===== config.mk =====
export PLATFORM = sky130hd
export DESIGN_NAME = seven_seg_scan_flat
export DESIGN_NICKNAME = d
export VERILOG_FILES = /design/src/rtl/seven_seg_scan_if.sv /design/src/rtl/seven_seg_scan.sv /design/src/flat_wrapper.sv
export SDC_FILE = /design/constraint.sdc
export NUM_CORES = 1
export LEC_CHECK = 0
export BUFFER_PORTS_ARGS = -buffer_cell sky130_fd_sc_hd__buf_2
export CAP_MARGIN = 20
export CORE_UTILIZATION = 51
export CTS_BUF_LIST = sky130_fd_sc_hd__clkbuf_16
export DETAILED_ROUTE_END_ITERATION = 8
export GPL_TIMING_DRIVEN = 0
export PLACE_DENSITY = 0.76
export SYNTH_ARGS = -nofsm -noshare
export SYNTH_HDL_FRONTEND = slang
export SYNTH_SLANG_ARGS = --single-unit

===== constraint.sdc =====
create_clock -name clk -period 2.6 [get_ports clk]
set_input_delay 0.39 -clock clk [delete_from_list [all_inputs] [get_ports clk]]
set_output_delay 0.39 -clock clk [all_outputs]
set_load 0.01 [all_outputs]

===== src/rtl/seven_seg_scan_if.sv =====
// Bus bundle for the multiplexed 7-segment scanner.
// master: drives disp_tick, enable, value, dp_en and blank_lz; observes the display outputs.
// slave : the scanner itself.
//   disp_tick  - divided display clock (level, synchronous to clk)
//   enable     - 1 = scan, 0 = all digits dark
//   value      - hex digits, nibble k drives digit k
//   dp_en      - decimal point request per digit
//   blank_lz   - 1 = suppress leading zeros
//   an         - anode enables, active low
//   seg        - segments {g,f,e,d,c,b,a}, active low
//   dp         - decimal point, active low
//   digit_idx  - digit currently selected
//   frame_done - one-cycle pulse when the scan wraps to digit 0
interface seven_seg_scan_if #(
  parameter int unsigned NUM_DIGITS = 4
);
  localparam int unsigned IDX_W = $clog2(NUM_DIGITS);

  logic                    disp_tick;
  logic                    enable;
  logic [4*NUM_DIGITS-1:0] value;
  logic [NUM_DIGITS-1:0]   dp_en;
  logic                    blank_lz;
  logic [NUM_DIGITS-1:0]   an;
  logic [6:0]              seg;
  logic                    dp;
  logic [IDX_W-1:0]        digit_idx;
  logic                    frame_done;

  modport master (
    output disp_tick, enable, value, dp_en, blank_lz,
    input  an, seg, dp, digit_idx, frame_done
  );

  modport slave (
    input  disp_tick, enable, value, dp_en, blank_lz,
    output an, seg, dp, digit_idx, frame_done
  );
endinterface


===== src/rtl/seven_seg_scan.sv =====
// Multiplexed 7-segment display driver.
// Each rising edge of disp_tick (seen while a digit is driven) starts a blanking interval of
// BLANK_CYCLES clk cycles, after which the next digit is driven. The displayed value, decimal
// points and leading-zero mode are latched once per frame, on the switch to digit 0.
// Ports:
//   clk   - system clock
//   reset - asynchronous, active-high reset
//   bus   - seven_seg_scan_if slave modport (tick/enable/value inputs, display outputs)
// All outputs are registered.
module seven_seg_scan #(
  parameter int unsigned NUM_DIGITS   = 4,
  parameter int unsigned BLANK_CYCLES = 16
) (
  input logic              clk,
  input logic              reset,
  seven_seg_scan_if.slave  bus
);

  localparam int unsigned IDX_W = $clog2(NUM_DIGITS);
  localparam logic [IDX_W-1:0] LAST_IDX = IDX_W'(NUM_DIGITS - 1);
  localparam logic [7:0] CNT_LAST = 8'(BLANK_CYCLES - 1);

  typedef enum logic [1:0] {StIdle, StBlank, StDrive} state_e;

  state_e                  state_q, state_d;
  logic                    tick_q;
  logic [7:0]              cnt_q, cnt_d;
  logic [IDX_W-1:0]        idx_q, idx_d;
  logic [NUM_DIGITS-1:0]   an_q, an_d;
  logic [6:0]              seg_q, seg_d;
  logic                    dp_q, dp_d;
  logic                    fd_q, fd_d;
  logic [4*NUM_DIGITS-1:0] sh_value_q, sh_value_d;
  logic [NUM_DIGITS-1:0]   sh_dp_q, sh_dp_d;
  logic                    sh_lz_q, sh_lz_d;

  logic                    rise;
  logic [IDX_W-1:0]        next_idx;
  logic                    wrap;
  logic [4*NUM_DIGITS-1:0] src_value;
  logic [NUM_DIGITS-1:0]   src_dp;
  logic                    src_lz;
  logic [3:0]              nibble;
  logic                    upper_zero;
  logic [6:0]              next_seg;

  function automatic logic [6:0] hex_to_seg(input logic [3:0] h);
    logic [6:0] s;
    case (h)
      4'h0:    s = 7'b1000000;
      4'h1:    s = 7'b1111001;
      4'h2:    s = 7'b0100100;
      4'h3:    s = 7'b0110000;
      4'h4:    s = 7'b0011001;
      4'h5:    s = 7'b0010010;
      4'h6:    s = 7'b0000010;
      4'h7:    s = 7'b1111000;
      4'h8:    s = 7'b0000000;
      4'h9:    s = 7'b0010000;
      4'hA:    s = 7'b0001000;
      4'hB:    s = 7'b0000011;
      4'hC:    s = 7'b1000110;
      4'hD:    s = 7'b0100001;
      4'hE:    s = 7'b0000110;
      default: s = 7'b0001110;
    endcase
    return s;
  endfunction

  assign rise = bus.disp_tick & ~tick_q;

  // Digit that will be driven when the current blanking interval ends. On a wrap the shadow
  // registers load on the same edge, so the new digit must be decoded from the live inputs.
  always_comb begin
    next_idx   = (idx_q == LAST_IDX) ? '0 : idx_q + 1'b1;
    wrap       = (next_idx == '0);
    src_value  = wrap ? bus.value    : sh_value_q;
    src_dp     = wrap ? bus.dp_en    : sh_dp_q;
    src_lz     = wrap ? bus.blank_lz : sh_lz_q;
    nibble     = src_value[4*int'(next_idx) +: 4];
    upper_zero = 1'b1;
    for (int j = 0; j < int'(NUM_DIGITS); j++) begin
      if (j >= int'(next_idx)) begin
        if ((src_value[4*j +: 4] != 4'h0) || src_dp[j]) begin
          upper_zero = 1'b0;
        end
      end
    end
    // Digit 0 always shows, even when the whole value is zero.
    if (src_lz && (next_idx != '0) && upper_zero) begin
      next_seg = 7'h7F;
    end else begin
      next_seg = hex_to_seg(nibble);
    end
  end

  always_comb begin
    state_d    = state_q;
    cnt_d      = cnt_q;
    idx_d      = idx_q;
    an_d       = an_q;
    seg_d      = seg_q;
    dp_d       = dp_q;
    fd_d       = 1'b0;
    sh_value_d = sh_value_q;
    sh_dp_d    = sh_dp_q;
    sh_lz_d    = sh_lz_q;

    if (!bus.enable) begin
      state_d = StIdle;
      idx_d   = LAST_IDX;
      an_d    = '1;
      seg_d   = 7'h7F;
      dp_d    = 1'b1;
    end else begin
      unique case (state_q)
        StIdle: begin
          // Parking on the last digit makes the first driven digit wrap to 0 with a fresh latch.
          state_d = StBlank;
          cnt_d   = '0;
          idx_d   = LAST_IDX;
          an_d    = '1;
          seg_d   = 7'h7F;
          dp_d    = 1'b1;
        end
        StBlank: begin
          if (cnt_q == CNT_LAST) begin
            state_d = StDrive;
            idx_d   = next_idx;
            an_d    = ~({{(NUM_DIGITS-1){1'b0}}, 1'b1} << next_idx);
            seg_d   = next_seg;
            dp_d    = ~src_dp[next_idx];
            if (wrap) begin
              sh_value_d = bus.value;
              sh_dp_d    = bus.dp_en;
              sh_lz_d    = bus.blank_lz;
              fd_d       = 1'b1;
            end
          end else begin
            cnt_d = cnt_q + 8'd1;
          end
        end
        StDrive: begin
          if (rise) begin
            state_d = StBlank;
            cnt_d   = '0;
            an_d    = '1;
            seg_d   = 7'h7F;
            dp_d    = 1'b1;
          end
        end
        default: begin
          state_d = StIdle;
        end
      endcase
    end
  end

  always_ff @(posedge clk or posedge reset) begin
    if (reset) begin
      state_q    <= StIdle;
      tick_q     <= 1'b0;
      cnt_q      <= '0;
      idx_q      <= '0;
      an_q       <= '1;
      seg_q      <= 7'h7F;
      dp_q       <= 1'b1;
      fd_q       <= 1'b0;
      sh_value_q <= '0;
      sh_dp_q    <= '0;
      sh_lz_q    <= 1'b0;
    end else begin
      state_q    <= state_d;
      tick_q     <= bus.disp_tick;
      cnt_q      <= cnt_d;
      idx_q      <= idx_d;
      an_q       <= an_d;
      seg_q      <= seg_d;
      dp_q       <= dp_d;
      fd_q       <= fd_d;
      sh_value_q <= sh_value_d;
      sh_dp_q    <= sh_dp_d;
      sh_lz_q    <= sh_lz_d;
    end
  end

  assign bus.an         = an_q;
  assign bus.seg        = seg_q;
  assign bus.dp         = dp_q;
  assign bus.digit_idx  = idx_q;
  assign bus.frame_done = fd_q;

endmodule


===== src/flat_wrapper.sv =====
// flat-port wrapper written by rule: the top's interface ports become plain ports
module seven_seg_scan_flat 
#(
  parameter int unsigned NUM_DIGITS   = 4,
  parameter int unsigned BLANK_CYCLES = 16
)
  (clk, reset, bus_disp_tick, bus_enable, bus_value, bus_dp_en, bus_blank_lz, bus_an, bus_seg, bus_dp, bus_digit_idx, bus_frame_done);
  seven_seg_scan_if #(.NUM_DIGITS(NUM_DIGITS)) bus_i ();
  input logic clk;
  input logic reset;
  input wire logic [$bits(bus_i.disp_tick)-1:0] bus_disp_tick;
  input wire logic [$bits(bus_i.enable)-1:0] bus_enable;
  input wire logic [$bits(bus_i.value)-1:0] bus_value;
  input wire logic [$bits(bus_i.dp_en)-1:0] bus_dp_en;
  input wire logic [$bits(bus_i.blank_lz)-1:0] bus_blank_lz;
  output wire logic [$bits(bus_i.an)-1:0] bus_an;
  output wire logic [$bits(bus_i.seg)-1:0] bus_seg;
  output wire logic [$bits(bus_i.dp)-1:0] bus_dp;
  output wire logic [$bits(bus_i.digit_idx)-1:0] bus_digit_idx;
  output wire logic [$bits(bus_i.frame_done)-1:0] bus_frame_done;
  assign bus_i.disp_tick = bus_disp_tick;
  assign bus_i.enable = bus_enable;
  assign bus_i.value = bus_value;
  assign bus_i.dp_en = bus_dp_en;
  assign bus_i.blank_lz = bus_blank_lz;
  assign bus_an = bus_i.an;
  assign bus_seg = bus_i.seg;
  assign bus_dp = bus_i.dp;
  assign bus_digit_idx = bus_i.digit_idx;
  assign bus_frame_done = bus_i.frame_done;
  seven_seg_scan #(.NUM_DIGITS(NUM_DIGITS), .BLANK_CYCLES(BLANK_CYCLES)) u_core (.clk(clk), .reset(reset), .bus(bus_i));
endmodule

==> impl_summary.md, run 1 <==
Outcome
The flow ran to the end, and the final reports show no timing, DRC or antenna violations.

Finish
The top cell types in the final layout, fill and taps aside, are 41 x sky130_fd_sc_hd__buf_2, 35 x sky130_fd_sc_hd__dfrtp_1, 31 x sky130_fd_sc_hd__mux2_2, 14 x sky130_fd_sc_hd__nor2_1, 12 x sky130_fd_sc_hd__dfstp_2. Leaving out fill and tap cells, the most frequent cell in the layout is sky130_fd_sc_hd__buf_2. Of the cells placed in the final design, the portion with a size suffix greater than 1 is 0.457. The layout net count is between 300 and 400. The number of antenna diodes in the final layout is 0.

The core utilization of the finished layout is 0.651. Compared with the post-synthesis result, the final layout area differs by 19.3%. The final instance count without filler cells is 334.

Logic synthesis
The count of state elements after synthesis is between 40 and 50. The total of warnings raised by yosys is 0. For this run, asynchronously set or reset flops after synthesis account for 1.00. The average instance area after synthesis is ~12 um^2.

The part of the Yosys area used for sequential elements is 0.450. Counting flops with a built-in enable in the synthesized netlist gives 0. Synthesis produced a netlist with a net count of roughly 250. The most used flip-flop cell after synthesis is sky130_fd_sc_hd__dfrtp_1. The cell area after synthesis is 2650 um^2. The gate count after technology mapping is ~220.

The count of unique library cells instantiated by Yosys is 49.

Setup path
The cell with the biggest individual delay on the critical path is sky130_fd_sc_hd__dfrtp_1. For the worst setup path, the data required time is around 2.8 ns. By startpoint and endpoint, the worst setup path is classified as flop to flop.

STA classifies the critical path endpoint as a flop. STA classifies the critical path startpoint as a flop. The signal on the critical path passes through buf_6 > inv_2 > ha_4 > buf_6 > mux2_2 > mux2_4 > ha_2 > inv_2 > mux2i_1 > and2_1 > o32a_1. The largest fanout on the critical path is 10. Data on the critical path arrives at its endpoint at ~2.7 ns. On the worst path, the slowest cell contributes a delay of about 0.36 ns.

STA
Static timing analysis puts the maximum clock frequency at 400 MHz. For the final database, setup skew stands at 0.00707 ns. The sum of negative setup slack is 0 ns. Setup violations remaining at the end of the flow were counted as 0. The post-route fraction of the period consumed by the critical path is 0.963. The hold violation total from the final report came to 0. For the pin with the worst max-slew slack, the measured transition is around 0.56 ns. The worst pin sits at a relative slew slack of 0.630.

The setup slack after layout is between 0.09 and 0.1 ns. The number of slew-limit violations in the final report is 0. Subtracting the final worst setup slack from the clock period gives about 2.5 ns.

Detailed routing
The remaining design rule violation count is 0. In this run, the number of DRC markers left after iteration 0 of detailed routing was between 100 and 150. The per-cell routed wire length is about 16 um.

The number of iterations in the first detailed-routing pass is 4. After detailed routing, the number of vias per cell comes to about 5.7. In this run the remaining antenna-violating nets after routing total 0. The routed via count is 1,905.

For this block, the routed nets add up to approximately 5200 um of wire.

Global route
The initial antenna violation count is 0. The largest net degree at the start of global routing is 31. The global-route track usage on met1 is 0.312. The most crowded layer after global routing is met2. The via count of the first global-routing pass is ~1,800. Across every metal layer, demand over resource in global routing totals 0.215.

The first-pass GRT wire length is approximately 9000 um. The global routing usage on met3 is 0.0393. The total grt overflow is 0. The met2 routing resource usage after global routing is 0.312.

Die
The initial utilization of the core area, before any placement, comes to 0.546. The area enclosed by the die boundary is between 5000 and 6000 um^2. During I/O placement, the number of pins put on the boundary was 40. The row count is 25. The core region is about 4800 um^2. The width of the chip is between 70 and 80 um. Measured along the y axis, the die boundary spans 74.0 um.

Placement
The cell count after placement is 322. Before CTS, the worst setup slack after placement is -0.216 ns. The congestion estimate from routability-driven global placement came to 0.824.

The post-DP HPWL is roughly 3700 um. Buffers placed on the I/O ports in this run total 39.

Job
Max-cap violations in this run came to 0.

Power and ir drop
Dividing total power by cell area gives a power density of approximately 500 nW/um^2. For this design the static power due to leakage is 1.45 nW. VDD sags by at most around 0.36 mV.

Clock network
For the worst-skew pair, the clock arrives at the later sink with an insertion delay of 0.29 ns. The TritonCTS clock tree is built. The clock passes through at most 2 buffers. The clock net in this run drives a total of between 40 and 50 sinks.

The CTS buffer count is 5. The clock tree root driver cell is sky130_fd_sc_hd__clkbuf_16. Clock-pin slew was measured on the worst setup and hold paths at 0.06 ns.

In this run the number of H-tree levels came out at 2.

Min path
The type of the tightest min-delay check is input pin to asynchronous set/reset pin.
-- sequential cells by signal, indices dropped and copies added (netlist names) --
signal and flops:
u_core.bus.seg 7, u_core.bus.frame_done 1, u_core.tick_q 1, u_core.bus.an 4, u_core.sh_value_q 16, u_core.sh_lz_q 1
u_core.bus.digit_idx 2, u_core.state_q 2, u_core.sh_dp_q 4, u_core.cnt_q 8, u_core.bus.dp 1
-- what timing repair did --
action	in CTS	in global routing
buffers inserted	4	0
resized for setup	1	5
hold buffers	0	0
setup endpoints to repair	5	22
pin swaps	0	0
-- per-stage QoR --
stage          hold slack, ns  cell area [um^2]  total power (W)
6_report               0.0736              3160          0.00157
5_1_grt                 0.102              3160          0.00163
4_1_cts                0.0902              3150          0.00158
3_5_place_dp            0.396              2970         0.000958
3_3_place_gp            0.486              2950         0.000951
2_1_floorplan           0.421              2670         0.000899
-- path summary, 6_finish.rpt --
check | from | end | slack [ns] | cells after the start
worst min register to register | u_core.sh_value_q[2] | u_core.sh_value_q[2] | 0.51 | 1
worst max-delay path | u_core.bus.digit_idx[0] | u_core.bus.seg[3] | 0.1 | 11
worst max register to register | u_core.bus.digit_idx[0] | u_core.bus.seg[3] | 0.1 | 11
worst min-delay path | reset | u_core.cnt_q[3] | 0.07 | 2
max in group asynchronous | reset | u_core.bus.seg[4] | 1.97 | 3
min in group clk | bus_disp_tick | u_core.tick_q | 0.23 | 1
-- area by class of cell --
cell class	count	area (um^2)
multi-input cells	148	1380
inverters	8	30.0
flip-flops and latches	47	1190
fillers	374	1690
plain buffers	12	88.8
clock inverters	3	15.0
clock buffers	5	125
repair buffers	44	245
well taps	67	83.8
-- synth_stat cells (2+ instances only) --
| master | instances | area [um^2] |
|---|---|---|
| sky130_fd_sc_hd__dfrtp_1 | 35 | 876 |
| sky130_fd_sc_hd__mux2_2 | 32 | 360 |
| sky130_fd_sc_hd__inv_1 | 8 | 30.0 |
| sky130_fd_sc_hd__nor2_1 | 14 | 52.6 |
| sky130_fd_sc_hd__nor4b_1 | 3 | 26.3 |
| sky130_fd_sc_hd__o22a_1 | 3 | 26.3 |
| sky130_fd_sc_hd__buf_6 | 4 | 45.0 |
| sky130_fd_sc_hd__mux2i_1 | 8 | 80.1 |
| sky130_fd_sc_hd__mux4_2 | 3 | 67.6 |
| sky130_fd_sc_hd__ha_1 | 11 | 138 |
| sky130_fd_sc_hd__xor2_1 | 6 | 52.6 |
| sky130_fd_sc_hd__o2111ai_1 | 5 | 43.8 |
| sky130_fd_sc_hd__mux2i_4 | 2 | 45.0 |
| sky130_fd_sc_hd__nand2_1 | 9 | 33.8 |
| sky130_fd_sc_hd__nand3b_1 | 2 | 15.0 |
| sky130_fd_sc_hd__nor3b_1 | 3 | 22.5 |
| sky130_fd_sc_hd__a21oi_1 | 3 | 15.0 |
| sky130_fd_sc_hd__clkbuf_1 | 4 | 15.0 |
| sky130_fd_sc_hd__o32a_1 | 5 | 50.1 |
| sky130_fd_sc_hd__and3_1 | 2 | 12.5 |
| sky130_fd_sc_hd__nand2b_1 | 2 | 12.5 |
| sky130_fd_sc_hd__a22o_1 | 3 | 26.3 |
| sky130_fd_sc_hd__dfstp_2 | 12 | 315 |
| sky130_fd_sc_hd__or4_1 | 2 | 15.0 |
| sky130_fd_sc_hd__buf_4 | 2 | 15.0 |
| sky130_fd_sc_hd__and2_1 | 2 | 12.5 |
| sky130_fd_sc_hd__nor3_1 | 6 | 30.0 |
| sky130_fd_sc_hd__o21ai_0 | 2 | 10.0 |
| sky130_fd_sc_hd__buf_2 | 2 | 10.0 |
-- logic make-up after synthesis --
| kind of cell | synth area share |
|---|---|
| buf+inv | 0.0435 |
| compound gates | 0.0932 |
| fa+ha+maj | 0.0520 |
| flops | 0.450 |
| mux | 0.224 |
| xor+xnor | 0.0232 |
| simple gates | 0.114 |
-- report_power, final --
part | internal [W] | switching [W] | leakage, nW
registers | 0.000752 | 0.0000222 | 0.599
logic | 0.0000787 | 0.0000972 | 0.788
clock network | 0.000350 | 0.000268 | 0.0649
total | 0.00118 | 0.000387 | 1.45
-- critical path: cells and delay by family (launching register included) --
kind | cells | cell delay, ns
multiplexers | 3 | 0.72
adder cells (fa/ha/maj) | 2 | 0.48
buffers and inverters | 4 | 0.39
flip-flops | 1 | 0.36
AO/OA/AOI/OAI | 1 | 0.32
AND/OR/NAND/NOR | 1 | 0.17
-- metal layers --
metal,vias up,wire length (um),share of wire
met5,-,0,0
met4,0,98,0.019
met3,8,219,0.042
met2,49,2360,0.45
met1,949,2540,0.49
li1,899,-,-
No activity file was read; power rests on OpenSTA's default activity.
==> run 2: changes to the inputs <==
MAX_ROUTING_LAYER = met4   (was unset)
==> run 2 against run 1 <==
  * Sequential power is essentially flat
  * Critical path type unchanged
  * First-iteration DRC count grew 4.4%
  * Critical path depth is the same
  * Fmax is essentially flat
  * Largest cell class unchanged
  * Global-route usage grew 0.79 points
  * Worst hold slack gained 0.0019 ns
  * Highest routed layer unchanged
  * Sequential share of layout area is the same
  * Clock power is essentially flat
  * Via count grew 0.21%
  * Combinational power is essentially flat
  * Count of clock-buffer cells in the layout is the same
  * Wire length is essentially flat
  * Critical endpoint unchanged
==> impl_summary.md, run 2 (synthesis results as in run 1) <==
Outcome
The flow ran to the end, and the final reports show no timing, DRC or antenna violations.

Setup path
The startpoint identified for the worst register-to-register timing path is u_core.bus.digit_idx[0]. The start-to-end type of the worst setup path is flop to flop. The startpoint type of the worst setup path is a flop.

The setup slack on the worst flop-to-flop path is 0.1 ns. For the worst flop-to-flop path, the logic depth is 11. Of all nets on the critical path, the largest fanout is 10.

The worst setup path is captured at a flop. The endpoint of the most critical register-to-register path is u_core.bus.seg[3]. The worst path arrival time is between 2 and 3 ns.

STA puts the critical path data required time at approximately 2.8 ns.

Finish
The flip-flop and latch area is around 1200 um^2. Ranked by flip-flop count, first place goes to u_core.sh_value_q. Fill cells in the final layout number approximately 370. The fraction of final layout cells sized beyond drive strength 1 is 0.457.

The multi-input combinational cells in the finished layout cover a total of 1380 um^2. The number of antenna diodes in the final layout is 0. The most common library cell in the layout ignoring fill and taps is sky130_fd_sc_hd__buf_2.

For this run, the post-layout net count is around 300. The library cells used most frequently in the layout, excluding fill and tap cells, are 41 x sky130_fd_sc_hd__buf_2, 35 x sky130_fd_sc_hd__dfrtp_1, 31 x sky130_fd_sc_hd__mux2_2, 14 x sky130_fd_sc_hd__nor2_1, 12 x sky130_fd_sc_hd__dfstp_2. The register with the most flip-flops in the layout has 16 of them. The area growth from synthesis to layout is 19.3%.

Detailed routing
The average vias per placed instance is between 5 and 6. Once detail routing completed, the nets flagged for antenna violations numbered 0. The routed design has about 5200 um of wire. The number of iterations in the first detailed-routing pass is 5. In the routed design, unresolved DRC markers number 0. Detailed routing inserted a total of ~1,900 vias.

For this block, the initial DRC count from the detailed router was about 140. After detailed routing, the average wire length per cell comes to about 16 um.

Power and ir drop
The power consumption is 0.00157 W. The share of total power dissipated in the clock network is 0.393. The leakage power is approximately 1.5 nW. The power per cell area is between 400 and 500 nW/um^2. The share of total power dissipated in combinational logic is 0.112. The internal portion of total power is 0.00118 W. Across the VDD grid, the largest voltage drop is 0.361 mV.

In this run the power spent charging and discharging nets is a little under 0.0004 W. Of the total power, registers draw 0.495. Of the total power, the share spent switching nets is 0.246.

STA
The worst-margin pin slew is around 0.56 ns. Setup total negative slack on the finished layout was measured at 0 ns. The post-route clock skew is about 0.0070 ns. The hold violation total from the final report is 0.

Headroom to the max-slew limit came out at 0.629. The time the worst path needs with I/O delays and setup is roughly 2.5 ns. The maximum clock frequency is 399 MHz. The setup slack after layout is 0.0961 ns.

The post-route fraction of the period consumed by the critical path is 0.963. The number of slew-limit violations in the final report came to 0. The count of final setup violators is 0.

Die
The area enclosed by the die boundary is 5480 um^2. The y dimension of the die is between 70 and 80 um. During I/O placement, the number of pins put on the boundary was 40. The standard cell core area is about 4800 um^2. The floorplan has 25 rows. The initial utilization of the core area, before any placement, comes to 0.546. The width of the chip is between 70 and 80 um.

Clock network
Clock tree synthesis inserted a total of 5 buffers. In this run, post-CTS hold repair placed 0 buffers. The clock net in this run drives a total of between 40 and 50 sinks. The later pin in the worst-skew pair is clocked with a latency of a little under 0.3 ns. The clock tree root driver cell is sky130_fd_sc_hd__clkbuf_16.

The maximum clock insertion buffer count is 2. The H-tree depth is 2. The TritonCTS clock tree is built. The clock-pin slew reported for the worst setup and hold paths after clock tree synthesis is ~0.060 ns.

Global route
The initial antenna violation count came to 0. After global routing the overflow that remains totals 0. The largest net degree at the start of global routing is 31. The via count of the first global-routing pass is 1,789. The first-pass GRT wire length is just under 9000 um.

In the global route stage, overall resource usage came out at 0.223.

Placement
At the placement stage, the worst setup path has a slack of -0.216 ns. The post-DP HPWL is between 3000 and 4000 um. The final weighted congestion in routability-driven placement is roughly 0.84. The count of buffers inserted at the top-level ports is 39.

Min path
The type of the tightest min-delay check is input pin to asynchronous set/reset pin.

Job
The number of max-cap violations is 0.
[run 2: cell counts in the layout (fill, tap and decap cells not counted)]
No cell type changed its count.
[run 2: area by class of cell]
class                           count  share of cell area
Multi-Input combinational cell    148               0.437
Sequential cell                    47               0.377
Tap cell                           67              0.0265
Timing Repair Buffer               44              0.0777
Clock buffer                        5              0.0396
Buffer                             12              0.0281
Clock inverter                      3             0.00475
Inverter                            8             0.00951
[run 2: how the worst max path moves through the flow]
stage                                        from                end  slack [ns]  cells after the start
after floorplan           u_core.bus.digit_idx[0]  u_core.bus.seg[4]        0.01                     12
after global placement    u_core.bus.digit_idx[0]  u_core.bus.seg[4]       -0.17                     12
after detailed placement  u_core.bus.digit_idx[0]  u_core.bus.seg[4]       -0.22                     12
after CTS                 u_core.bus.digit_idx[0]  u_core.bus.seg[3]        0.02                     11
after global routing      u_core.bus.digit_idx[0]  u_core.bus.seg[3]      -0.004                     11
final                     u_core.bus.digit_idx[0]  u_core.bus.seg[3]         0.1                     11
[run 2: timing repair]
item                       in CTS  in global routing
setup endpoints to repair       5                 22
resized for setup               1                  5
setup buffers                   4                  0
[run 2: power groups by stage]
stage / Clock (W) / Combinational, W / Sequential [W]
floorplan: 0 / 0.000117 / 0.000782
global placement: 0 / 0.000164 / 0.000787
detailed placement: 0 / 0.000171 / 0.000787
CTS: 0.000632 / 0.000175 / 0.000774
global route: 0.000660 / 0.000197 / 0.000778
finish: 0.000615 / 0.000176 / 0.000774
[run 2: metal layers]
layer / GRT usage / share of wire / wire (um) / vias up
met1: 0.312 / 0.49 / 2530 / 950
met3: 0.0596 / 0.049 / 254 / 7
met4: 0.0748 / 0.014 / 73 / 0
met2: 0.312 / 0.45 / 2350 / 51
met5: - / 0 / 0 / -
li1: - / - / - / 901
[run 2: stage by stage]
stage / cells / instance area [um^2] / util / hold slack, ns
floorplan: 215 / 2670 / - / 0.421
global placement: 321 / 2950 / 0.609 / 0.486
detailed placement: 322 / 2970 / 0.613 / 0.396
CTS: 334 / 3150 / 0.649 / 0.0902
global route: 334 / 3160 / 0.651 / 0.0984
finish: 334 / 3160 / 0.651 / 0.0755
[run 2: critical path: stages (launching register included)]
cell	delay (ns)
sky130_fd_sc_hd__dfrtp_1	0.36
sky130_fd_sc_hd__buf_6	0.11
sky130_fd_sc_hd__inv_2	0.05
sky130_fd_sc_hd__ha_4	0.27
sky130_fd_sc_hd__buf_6	0.14
sky130_fd_sc_hd__mux2_2	0.34
sky130_fd_sc_hd__mux2_4	0.31
sky130_fd_sc_hd__ha_2	0.21
sky130_fd_sc_hd__inv_2	0.08
sky130_fd_sc_hd__mux2i_1	0.07
sky130_fd_sc_hd__and2_1	0.17
sky130_fd_sc_hd__o32a_1	0.32
==> run 3: changes to the inputs <==
CORE_ASPECT_RATIO = 1.1   (was unset)
==> run 3 against run 2 <==
  * The flow now finishes with violations (DRC)
  * Utilization decreased by 2.0 points
  * Fmax shrank 0.39%
  * Final cell count is 2.7% lower
  * Critical path depth unchanged
  * Clock skew is 0.0017 ns lower
  * Register-to-register slack about the same
  * Clock power is 3.6% lower
  * Global-route usage increased by 0.10 points
==> impl_summary.md, run 3 (synthesis results as in run 1) <==
Setup path
The endpoint of the most critical register-to-register path is u_core.bus.seg[3]. Broken down by cell family, the worst path's largest delay share belongs to multiplexers. The delay of the slowest cell on the worst path is 0.37 ns. The number of buffers and inverters on the critical path is 4. The reg-to-reg startpoint is u_core.bus.digit_idx[0]. Counting cells, the worst reg-to-reg path comes to 11.

The largest individual stage delay along the critical path comes from the cell sky130_fd_sc_hd__dfrtp_1. The kind of end point of the critical path is a flop. By startpoint and endpoint, the worst setup path is classified as flop to flop.

The most critical setup path has its startpoint at u_core.bus.digit_idx[0]. The worst path arrival time is about 2.7 ns. The setup slack on the worst flop-to-flop path is 0.09 ns. STA puts the critical path data required time at roughly 2.8 ns. The largest fanout on the critical path is 10.

The critical path crosses 11 cells after its start point. Traced cell by cell, the critical path runs through buf_6 > inv_2 > ha_4 > buf_6 > mux2_2 > mux2_4 > ha_2 > inv_2 > mux2i_1 > and2_1 > o32a_1. The worst setup path is launched from a flop.

Global route
In the global route stage, overall resource usage came out at 0.224. The first global-routing pass estimated between 9000 and 10,000 um of wire. Entering global routing, the biggest net connects 26 pins. The initial antenna violation count was 0. The via count of the first global-routing pass is between 1,500 and 2,000.

For this run the aggregate overflow at the end of global routing stands at 0.

Finish
In the final layout, the share of cells above drive strength 1 is 0.453. The number of flip-flops in the largest register is 16. The area added between synthesis and finish is 19.2%. The final layout contains a little over 300 nets. Fill cells in the final layout number 412. The register with the most flip-flops in the final layout is u_core.sh_value_q.

At the end of the flow the core is filled with cells to 0.631. In the layout the commonest cells are 39 x sky130_fd_sc_hd__buf_2, 35 x sky130_fd_sc_hd__dfrtp_1, 31 x sky130_fd_sc_hd__mux2_2, 14 x sky130_fd_sc_hd__nor2_1, 12 x sky130_fd_sc_hd__dfstp_2. Leaving out fill and tap cells, the most frequent cell in the layout is sky130_fd_sc_hd__buf_2. The multi-input combinational cells in the finished layout cover a total of approximately 1400 um^2. The number of antenna diodes in the final layout is 0. The flip-flop and latch area is 1190 um^2.

Job
The number of max-cap violations is 0.

Clock network
TritonCTS built the clock tree. The maximum clock insertion buffer count is 2. For the worst-skew pair, the clock arrives at the later sink with an insertion delay of 0.28 ns. The number of sinks on the clock net is 47. The H-tree depth is 2.

The number of clock buffers added by TritonCTS is 5. The root buffer cell chosen for the clock tree is sky130_fd_sc_hd__clkbuf_16. After clock tree synthesis, the clock-pin slew on the worst setup and hold paths is ~0.060 ns. Buffers inserted to repair hold after CTS numbered 0.

Detailed routing
The per-cell routed wire length is 16.1 um. In the routed design, unresolved DRC markers number 6. The routed via count is between 1,500 and 2,000. The count of routing violations after the opening detailed-route iteration is around 130. The average vias per placed instance is ~5.7. The number of iterations in the first detailed-routing pass is 6. Summed over all layers, the routed wires come to between 5000 and 6000 um. The detail route stage leaves a number of antenna-violating nets equal to 0.

Placement
The congestion estimate from routability-driven global placement came to a little under 0.8. The count of buffers inserted at the top-level ports is 39. The wire-length estimate of the detail-placed layout is about 3800 um. The post-placement setup slack is -0.209 ns.

STA
The hold violation total from the final report came to 0. Setup repair after global routing left no endpoint under its margin. The post-route clock skew is between 0.005 and 0.006 ns. Setup total negative slack on the finished layout was measured at 0 ns.

Dividing the final minimum period by the clock period gives 0.967. At the pin with the least slew margin, the transition time is ~0.56 ns. The maximum clock frequency is 398 MHz. Setup violations remaining at the end of the flow were counted as 0. The time the worst path needs with I/O delays and setup is roughly 2.5 ns. After layout, the worst setup slack is between 0.08 and 0.09 ns.

The relative slew slack is 0.627. The number of slew-limit violations in the final report came to 0.

Power and ir drop
Cell internal power was estimated by the tool at around 0.0012 W. The portion of total power attributed to the clock network is 0.384. The share of total power dissipated in sequential elements is 0.502.

The highest ir drop seen on vdd is ~0.29 mV. The power per cell area is between 400 and 500 nW/um^2. The analysis attributes to net switching a power of about 0.00037 W. The leakage power is 1.47 nW. The power consumption is between 0.0015 and 0.002 W.

Of the total power, the share spent switching nets is 0.237. Of the total power, combinational logic draws 0.114.

Die
The region available for standard cell placement spans about 5000 um^2. The initial standard-cell utilization of the core is 0.529. From left edge to right edge, the die measures approximately 71 um. The row count is 27. The die is 77.6 um tall. The die covers between 5000 and 6000 um^2. The number of top-level design ports is 40.

Min path
The worst hold path belongs to the class input pin to asynchronous set/reset pin.

Outcome
The checks that failed: DRC. The run finished, with violations left.
[run 3: cell types whose count changed in the layout (fill, tap and decap cells not counted), sizes merged]
cell	previous run	this run
clkinvlp	1	0
inv	8	11
clkinv	2	0
[run 3: cell type report]
type,instances,share of cell area
repair buffers,44,0.0801
plain buffers,12,0.0297
clock inverters,3,0.00357
well taps,58,0.0230
clock buffers,5,0.0397
flip-flops and latches,47,0.377
multi-input cells,148,0.437
inverters,8,0.00952
[run 3: worst max-delay path by stage]
stage                             end  slack [ns]
finish              u_core.bus.seg[3]        0.09
global route        u_core.bus.seg[0]       0.009
CTS                 u_core.bus.seg[3]        0.01
detailed placement  u_core.bus.seg[4]       -0.21
global placement    u_core.bus.seg[4]       -0.17
floorplan           u_core.bus.seg[4]        0.01
[run 3: routing by layer]
metal	GRT usage	vias to the layer above	wire length, um
li1	-	894	-
met1	0.296	900	2480
met2	0.344	41	2440
met3	0.0455	8	186
met4	0.0780	0	108
met5	-	-	0
[run 3: power groups by stage]
stage	logic (W)	clock network (W)	registers, W
6_report	0.000177	0.000593	0.000775
5_1_grt	0.000199	0.000642	0.000781
4_1_cts	0.000175	0.000612	0.000775
3_5_place_dp	0.000173	0	0.000786
3_3_place_gp	0.000164	0	0.000787
2_1_floorplan	0.000117	0	0.000782
[run 3: repair_timing]
action / CTS / global route
resized for setup: 1 / 9
setup endpoints to repair: 5 / 22
buffers inserted: 4 / 0
[run 3: per-stage QoR]
stage | cells | hold WS (ns) | cell area (um^2)
6_report | 325 | 0.148 | 3160
4_1_cts | 325 | 0.164 | 3140
3_3_place_gp | 312 | 0.484 | 2940
2_1_floorplan | 215 | 0.421 | 2670
3_5_place_dp | 313 | 0.465 | 2970
5_1_grt | 325 | 0.191 | 3160
